--- config.mk ---
export PLATFORM = sky130hd
export DESIGN_NAME = gcd_top_flat
export DESIGN_NICKNAME = d
export VERILOG_FILES = /design/src/rtl/gcd_pkg.sv /design/src/rtl/gcd_if.sv /design/src/rtl/gcd_datapath.sv /design/src/rtl/gcd_top.sv /design/src/flat_wrapper.sv
export SDC_FILE = /design/constraint.sdc
export NUM_CORES = 1
export LEC_CHECK = 0
export CAP_MARGIN = 0
export CORE_UTILIZATION = 40
export DETAILED_ROUTE_END_ITERATION = 12
export PLACE_DENSITY = 0.65
export RECOVER_POWER = 100
export SLEW_MARGIN = 20
export SYNTH_ARGS = -nofsm -noshare
export SYNTH_HDL_FRONTEND = slang
export SYNTH_SLANG_ARGS = --single-unit
export TNS_END_PERCENT = 1
--- constraint.sdc ---
create_clock -name sys_clk -period 2.2 [get_ports sys_clk]
set_input_delay 0.33 -clock sys_clk [delete_from_list [all_inputs] [get_ports sys_clk]]
set_output_delay 0.33 -clock sys_clk [all_outputs]
set_load 0.03 [all_outputs]
--- src/rtl/gcd_pkg.sv ---
// Shared types and defaults for the GCD engine.
package gcd_pkg;

   // Default operand/result width in bits.
   localparam int GCD_WIDTH = 8;

   // Control states of the subtract-and-swap engine.
   typedef enum logic [1:0] {
      READY = 2'd0,
      CALC  = 2'd1,
      DONE  = 2'd2
   } state_t;

endpackage : gcd_pkg

--- src/rtl/gcd_if.sv ---
// Operand/result handshake bundle between producer, GCD engine and consumer.
interface gcd_if
   import gcd_pkg::*;
#(
   parameter int width = GCD_WIDTH
) ();

   logic [width-1:0] operand_A;
   logic [width-1:0] operand_B;
   logic             input_available;
   logic             input_ready;
   logic             result_rdy;
   logic [width-1:0] result_data;
   logic             result_taken;

   // Engine side.
   modport slave (
      input  operand_A,
      input  operand_B,
      input  input_ready,
      input  result_taken,
      output input_available,
      output result_rdy,
      output result_data
   );

   // Producer/consumer side.
   modport master (
      output operand_A,
      output operand_B,
      output input_ready,
      output result_taken,
      input  input_available,
      input  result_rdy,
      input  result_data
   );

endinterface : gcd_if

--- src/rtl/gcd_datapath.sv ---
// Operand registers, compare, swap/subtract mux and result register.
module gcd_datapath
   import gcd_pkg::*;
#(
   parameter int width = GCD_WIDTH
) (
   input  logic             sys_clk,
   input  logic             sys_rst,
   input  logic             load,
   input  logic             step,
   input  logic [width-1:0] operand_a,
   input  logic [width-1:0] operand_b,
   output logic [width-1:0] result,
   output logic             b_zero,
   output logic             a_lt_b
);

   logic [width-1:0] a_q;
   logic [width-1:0] b_q;

   assign a_lt_b = (a_q < b_q);
   assign b_zero = (b_q == '0);

   // Load operands, then swap/subtract once per step; capture A when B reaches zero.
   always_ff @(posedge sys_clk) begin
      if (sys_rst) begin
         a_q    <= '0;
         b_q    <= '0;
         result <= '0;
      end else if (load) begin
         a_q <= operand_a;
         b_q <= operand_b;
      end else if (step) begin
         if (a_lt_b) begin
            // NOTE: non-blocking assignments both read the pre-edge values, so this is a true swap.
            a_q <= b_q;
            b_q <= a_q;
         end else if (!b_zero) begin
            a_q <= a_q - b_q;
         end else begin
            result <= a_q;
         end
      end
   end

endmodule : gcd_datapath

--- src/rtl/gcd_top.sv ---
// Iterative GCD engine: handshake FSM around the subtract-and-swap datapath.
module gcd_top
   import gcd_pkg::*;
#(
   parameter int width = GCD_WIDTH
) (
   input  logic sys_clk,
   input  logic sys_rst,
   gcd_if.slave bus
);

   state_t           state;
   logic             avail_q;
   logic             rdy_q;
   logic             load;
   logic             step;
   logic             b_zero;
   logic             a_lt_b;
   logic [width-1:0] result;

   // A start is only honoured in READY; iteration runs for every CALC cycle.
   assign load = (state == READY) && bus.input_ready;
   assign step = (state == CALC);

   gcd_datapath #(
      .width (width)
   ) u_datapath (
      .sys_clk   (sys_clk),
      .sys_rst   (sys_rst),
      .load      (load),
      .step      (step),
      .operand_a (bus.operand_A),
      .operand_b (bus.operand_B),
      .result    (result),
      .b_zero    (b_zero),
      .a_lt_b    (a_lt_b)
   );

   // Control FSM with handshake flags registered alongside the state.
   always_ff @(posedge sys_clk) begin
      if (sys_rst) begin
         state   <= READY;
         avail_q <= 1'b1;
         rdy_q   <= 1'b0;
      end else begin
         case (state)
            READY: begin
               if (bus.input_ready) begin
                  state   <= CALC;
                  avail_q <= 1'b0;
               end
            end
            CALC: begin
               if (!a_lt_b && b_zero) begin
                  state <= DONE;
                  rdy_q <= 1'b1;
               end
            end
            DONE: begin
               if (bus.result_taken) begin
                  state   <= READY;
                  rdy_q   <= 1'b0;
                  avail_q <= 1'b1;
               end
            end
            default: begin
               state   <= READY;
               avail_q <= 1'b1;
               rdy_q   <= 1'b0;
            end
         endcase
      end
   end

   assign bus.input_available = avail_q;
   assign bus.result_rdy      = rdy_q;
   assign bus.result_data     = result;

endmodule : gcd_top

--- src/flat_wrapper.sv ---
// flat-port wrapper written by rule: the top's interface ports become plain ports
module gcd_top_flat import gcd_pkg::*;
#(
   parameter int width = GCD_WIDTH
)
  (sys_clk, sys_rst, bus_operand_A, bus_operand_B, bus_input_ready, bus_result_taken, bus_input_available, bus_result_rdy, bus_result_data);
  gcd_if #(.width(width)) bus_i ();
  input  logic sys_clk;
  input  logic sys_rst;
  input wire logic [$bits(bus_i.operand_A)-1:0] bus_operand_A;
  input wire logic [$bits(bus_i.operand_B)-1:0] bus_operand_B;
  input wire logic [$bits(bus_i.input_ready)-1:0] bus_input_ready;
  input wire logic [$bits(bus_i.result_taken)-1:0] bus_result_taken;
  output wire logic [$bits(bus_i.input_available)-1:0] bus_input_available;
  output wire logic [$bits(bus_i.result_rdy)-1:0] bus_result_rdy;
  output wire logic [$bits(bus_i.result_data)-1:0] bus_result_data;
  assign bus_i.operand_A = bus_operand_A;
  assign bus_i.operand_B = bus_operand_B;
  assign bus_i.input_ready = bus_input_ready;
  assign bus_i.result_taken = bus_result_taken;
  assign bus_input_available = bus_i.input_available;
  assign bus_result_rdy = bus_i.result_rdy;
  assign bus_result_data = bus_i.result_data;
  gcd_top #(.width(width)) u_core (.sys_clk(sys_clk), .sys_rst(sys_rst), .bus(bus_i));
endmodule
### Word-level counts from Yosys, hierarchy flattened

Cells that the tools add are included.

* shift-type cells: 0
* $add $sub $neg: 1
* div/mod/pow operators: 0
* multiply operators: 0
* muxes and demuxes: 17
* bitwise gates (word level): 4
* eq/ne operators: 6
* magnitude comparators: 1
* reduce and logical (&&, ||, !) cells: 13

Operator list (number)
* 8-bit 2-to-1 mux: 7
* 3-bit AND reduction: 3
* 8-bit logical NOT: 1
* 8-bit < comparator: 1
* 8-bit subtractor: 1
* 2-bit 2-to-1 mux: 3
* 2-bit != test, second input constant: 3
* 1-bit case mux with 3 select lines: 2
* 2-bit case mux with 3 select lines: 1
* 1-bit 2-to-1 mux: 4
* 1-bit inverter: 4
* 2-bit AND reduction: 2
* 4-bit AND reduction: 1
* 2-bit nonzero test: 2
* 3-bit by 2-bit != test with 1-bit output, second input constant: 1
* 2-bit by 1-bit equality test with 1-bit output, second input constant: 1
* 2-bit equality test, second input constant: 1
* 1-bit logical AND: 2
* 2-bit logical NOT: 1
* 1-bit logical NOT: 1

* bits in writable memories: 0
* logic and storage cells: 48
* bits in registers: 28
* memories kept: 0
* ROM bits: 0
* latch bits: 0
* output and inout bits: 10
* bits of input ports: 20

### Depth between registers and ports, before layout

* depth after elaboration: 5
* gate-level depth with buffers: 9
* gate-level depth less buffers: 8

### By module

Synthesis repeated with hierarchy kept, for this count alone.

* cells, all modules: 190
* area, all modules: 1634.1 µm²

Modules (own cells, without submodules)
* gcd_datapath: cells an instance 169, area each 1471.4 µm², instances 1, seq. area each 480.5 µm²
* gcd_top: cells an instance 21, area each 162.7 µm², instances 1, seq. area each 80.1 µm²

### Least setup slack after synthesis

Ideal clock, no wire load.

* path kind: reg-to-reg
* start: register u_core.u_datapath.a_q[0]
* end: register u_core.u_datapath.a_q[6]
* arrival time: 2.168 ns
* library setup time: 0.087 ns
* path slack: -0.056 ns
* period minus slack after synthesis: 2.256 ns
* required time: 2.113 ns
* path buffers: 1
* stages on the path, launching flop included: 10
* cell sequence: dfxtp_1 -> inv_1 -> ha_1 -> fa_1 -> nand2b_1 -> a211oi_4 -> buf_6 -> o21ai_2 -> a221o_1 -> o31ai_1

* cells in the longest elaborated chain, start to end: 5
* elaborated cells between the ends (all ways): 8
* classes of those cells: 1 x add/sub; 1 x order compare; 1 x eq/ne; 4 x mux; 1 x reduce/logical

Ends and longest elaborated chain
* start: declaration: line gcd_datapath.sv:18 `logic [width-1:0] a_q;`
* start signal: assignment: line gcd_datapath.sv:31 `a_q <= operand_a;`
* start signal: assignment: line gcd_datapath.sv:36 `a_q <= b_q;`
* start signal: assignment: line gcd_datapath.sv:39 `a_q <= a_q - b_q;`
* 8-bit subtractor: line gcd_datapath.sv:39
* 8-bit 2-to-1 mux: line gcd_datapath.sv:38 `end else if (!b_zero) begin`
* 8-bit 2-to-1 mux: line gcd_datapath.sv:34 `if (a_lt_b) begin`
* 8-bit 2-to-1 mux: line gcd_datapath.sv:33 `end else if (step) begin`
* 8-bit 2-to-1 mux: line gcd_datapath.sv:30 `end else if (load) begin`

Several ways; a longest one is shown, not always the timed one. The select of a mux whose other input is x is not followed.
A chain may end at the register's enable or synchronous reset.

### Final worst setup path

* start: register u_core.u_datapath.a_q[0]
* end: register u_core.u_datapath.a_q[0]

Same word-level chain as after synthesis.

==> impl_metrics.py <==
metrics = {
    "outcome": {
        "outcome": "finished, final reports clean",
    },
    "critical_path": {
        "number_of_stages_on_the_worst_setup_path": 9,
        "critPathMaxStageDelay_ns": 0.37,
        "reg2reg_setup_slack_ns": 0.03,
        "critical_path.top_delay_family": "compound AO/OA/AOI/OAI gates",
        "crit_slowest_cell": "a211oi_4",
        "worst-path-buf-inv": 2,
        "critical_path_required_ns": 2.38,
        "setup.worst_path.end_class": "flip-flop",
        "r2r_start": "u_core.u_datapath.a_q[0]",
        "crit_fanout": 7,
        "critical_path_class": "flip-flop to flip-flop",
        "critPathLaunchType": "flip-flop",
        "worstSetupEndpoint": "u_core.u_datapath.a_q[0]",
        "cp_cell_sequence": "inv_2 -> ha_4 -> fa_2 -> nand2b_4 -> a211oi_4 -> buf_4 -> o211a_4 -> a211oi_1 -> a221oi_2",
        "worst_case_reg_to_reg_path_depth": 9,
        "r2r-end": "u_core.u_datapath.a_q[0]",
        "worst_setup_path_startpoint": "u_core.u_datapath.a_q[0]",
        "crit_arrival_ns": 2.35,
    },
    "placement": {
        "port_buffers": 29,
        "dp_hpwl_mm": 3.43,
        "placedCellCount": 293,
        "preCtsSetupSlack_ns": 0.000315,
        "place.gp.congestion": 0.857,
    },
    "floorplanning": {
        "floorplan.die_area_mm2": 0.00471,
        "die-width_um": 68.6,
        "placementRows": 23,
        "floorplan.initialDensity_pct": 43.1,
        "pin_count": 30,
        "die_h_um": 68.6,
        "core_area_mm2": 0.00412,
    },
    "global_route": {
        "overall_track_demand_over_capacity_in_global_routing_pct": 21.2,
        "use_met1_pct": 27.8,
        "global_route.peak_usage_layer": "met2",
        "grt_util_met2_pct": 34.6,
        "pin_count_of_the_biggest_net_entering_global_routing": 18,
        "number_of_global_route_vias_before_repair": 1513,
        "grt_pass1_wl_mm": 7.31,
        "gr-usage-met3_pct": 3.78,
        "antenna_found_initial": 0,
        "grt_remaining_overflow": 0,
    },
    "logic_synthesis": {
        "synthTopCellsByArea": "dfxtp_1, mux2i_1, ha_1",
        "synth_nets": 229,
        "post-synth-top-area-cell": "dfxtp_1",
        "synth_area_per_cell_um2": 8.87,
        "asyncSetResetFlopFracSynth_pct": 0,
        "postSynthRegisterBits": 28,
        "synthMostInstantiatedCell": "dfxtp_1",
        "synth.yosys.seq_area_share_pct": 31.6,
        "ys.warnings.count": 0,
        "synth-edff-count": 0,
        "netlist_area_mm2": 0.00177,
        "synth_top_cells_by_count": "dfxtp_1, nor2_1, mux2i_1, a21oi_1, o21ai_0",
        "postSynth.topFlopCell": "dfxtp_1",
        "post_synth_num_cell_types": 44,
        "syn_inst": 200,
        "synth_top_cell_area_share_pct": 31.6,
    },
    "cells_and_area": {
        "areaGrowthSynthToFinish_pct": 35.3,
        "layoutNonFillerInstCount": 299,
        "post_route_cells_drive_above_1_share_pct": 22.5,
        "number_of_inserted_diodes": 0,
        "num-nets-final": 279,
    },
    "clock_network": {
        "cts.sink_count": 28,
        "cts.htree.levels": 1,
        "cts_tree": "done",
        "worst_skew_pair.late_latency_ns": 0.27,
        "cts-buffers-inserted": 3,
        "clkTransAtPathRegs_ns": 0.09,
        "cts.root.buffer_cell": "clkbuf_8",
        "max-clock-path-buffers": 2,
    },
    "power_and_ir_drop": {
        "lkg_pwr_nw": 0.991,
        "p_per_area_mw_per_mm2": 1090,
        "finalPower_mw": 2.62,
        "max-vdd-ir-drop_mv": 0.568,
    },
    "timing": {
        "rsz0062_at_grt": "yes",
        "fin_crit_sh_pct": 98.7,
        "period_minus_slack_ns": 2.17,
        "tightest_slew_ns": 0.458,
        "final_max_slew_viol_count": 0,
        "final_hold_viol_count": 0,
        "max_freq_mhz": 461,
        "maxSlewHeadroom_pct": 69.2,
        "skew_ns": 0.00325,
        "final-setup-viol-count": 0,
        "post-route-worst-setup-slack_ns": 0.0296,
    },
    "route": {
        "routed-via-count": 1671,
        "drt_pass1_iterations": 4,
        "wl_mm": 4.51,
        "drt-vias-per-instance": 5.59,
        "drt.antenna.violating_nets": 0,
        "drt-wirelength-per-cell_um": 15.1,
        "post-route-drc-count": 0,
        "detail_route.iter0.violations": 80,
    },
    "flow_run": {
        "max_cap_viol_count": 0,
    },
    "min_path": {
        "timing.hold.worst.class": "flip-flop to flip-flop",
    },
}
cells by family (layout without fill, tap and decap cells):
| family | after synthesis | after routing | share of synthesized area (%) |
|---|---|---|---|
| AO/OA/AOI/OAI | 68 | 68 | 27.9 |
| multiplexers | 16 | 16 | 9.03 |
| buffers and inverters | 23 | 72 | 6.28 |
| AND/OR/NAND/NOR | 53 | 53 | 17.0 |
| flip-flops | 28 | 28 | 31.6 |
| adder cells (fa/ha/maj) | 9 | 9 | 6.77 |
| XOR/XNOR | 3 | 3 | 1.48 |
metal layers:
layer | vias to the layer above | share of wire [%]
met4 | 0 | 2.4
met2 | 37 | 48
li1 | 842 | -
met3 | 11 | 3.4
met5 | - | 0
met1 | 781 | 47
power breakdown:
part           internal (mW)  total (mW)  leakage, nW  switching (mW)
Combinational          0.759        1.63        0.732           0.867
Clock                  0.160       0.314       0.0288           0.154
Sequential             0.592       0.679        0.230          0.0874
final cells by class:
type | instances | area (um2)
clock buffers | 4 | 55.1
fillers | 389 | 1710
inverters | 13 | 48.8
multi-input cells | 149 | 1170
flip-flops and latches | 28 | 562
well taps | 50 | 62.6
repair buffers | 55 | 502
worst min-delay path by stage:
stage	cells past startpoint	start	end	slack, ns
detailed placement	2	u_core.bus.result_rdy	u_core.bus.result_rdy	0.45
finish	2	u_core.bus.result_rdy	u_core.bus.result_rdy	0.45
floorplan	2	u_core.state[1]	u_core.state[1]	0.48
CTS	2	u_core.bus.result_rdy	u_core.bus.result_rdy	0.46
global route	2	u_core.bus.result_rdy	u_core.bus.result_rdy	0.51
global placement	2	u_core.bus.result_rdy	u_core.bus.result_rdy	0.44
repair_timing:
item / 4_1_cts / 5_1_grt
pin swaps: 1 / 9
setup endpoints to repair: 6 / 24
gates resized for setup: 0 / 15
hold buffers: 0 / 0
buffers inserted: 0 / 2
sequential cells by signal (all words and copies together), names as in the netlist:
register,count
u_core.u_datapath.result,8
u_core.u_datapath.a_q,8
u_core.state,2
u_core.bus.result_rdy,1
u_core.u_datapath.b_q,8
u_core.bus.input_available,1
placed cells by master, fill, tap and decap left out, types with 6 or more instances in the layout:
cell and n:
mux2i_1 16, o21ai_0 15, dlygate4sd3_1 10, clkdlybuf4s50_1 19, inv_1 12, a21oi_1 14
nor3_1 6, buf_4 22, nand2_1 8, nor2_1 20, dfxtp_1 27, ha_1 7
through the flow:
stage                     util (%)  area, um2  setup TNS (ns)  hold WS, ns
after global placement        55.1       2270               0        0.444
after global routing          58.3       2400          -0.405        0.506
final                         58.3       2400               0        0.453
after CTS                     56.4       2320               0        0.459
after floorplan                  -       1780               0        0.481
after detailed placement      55.1       2270               0        0.446
worst min-delay path, cell delays in order (launching register included):
cell and delay [ns]:
dfxtp_1 0.31, nand2_1 0.05, a21oi_1 0.05
Note: power is estimated with default switching activity, not from simulation.
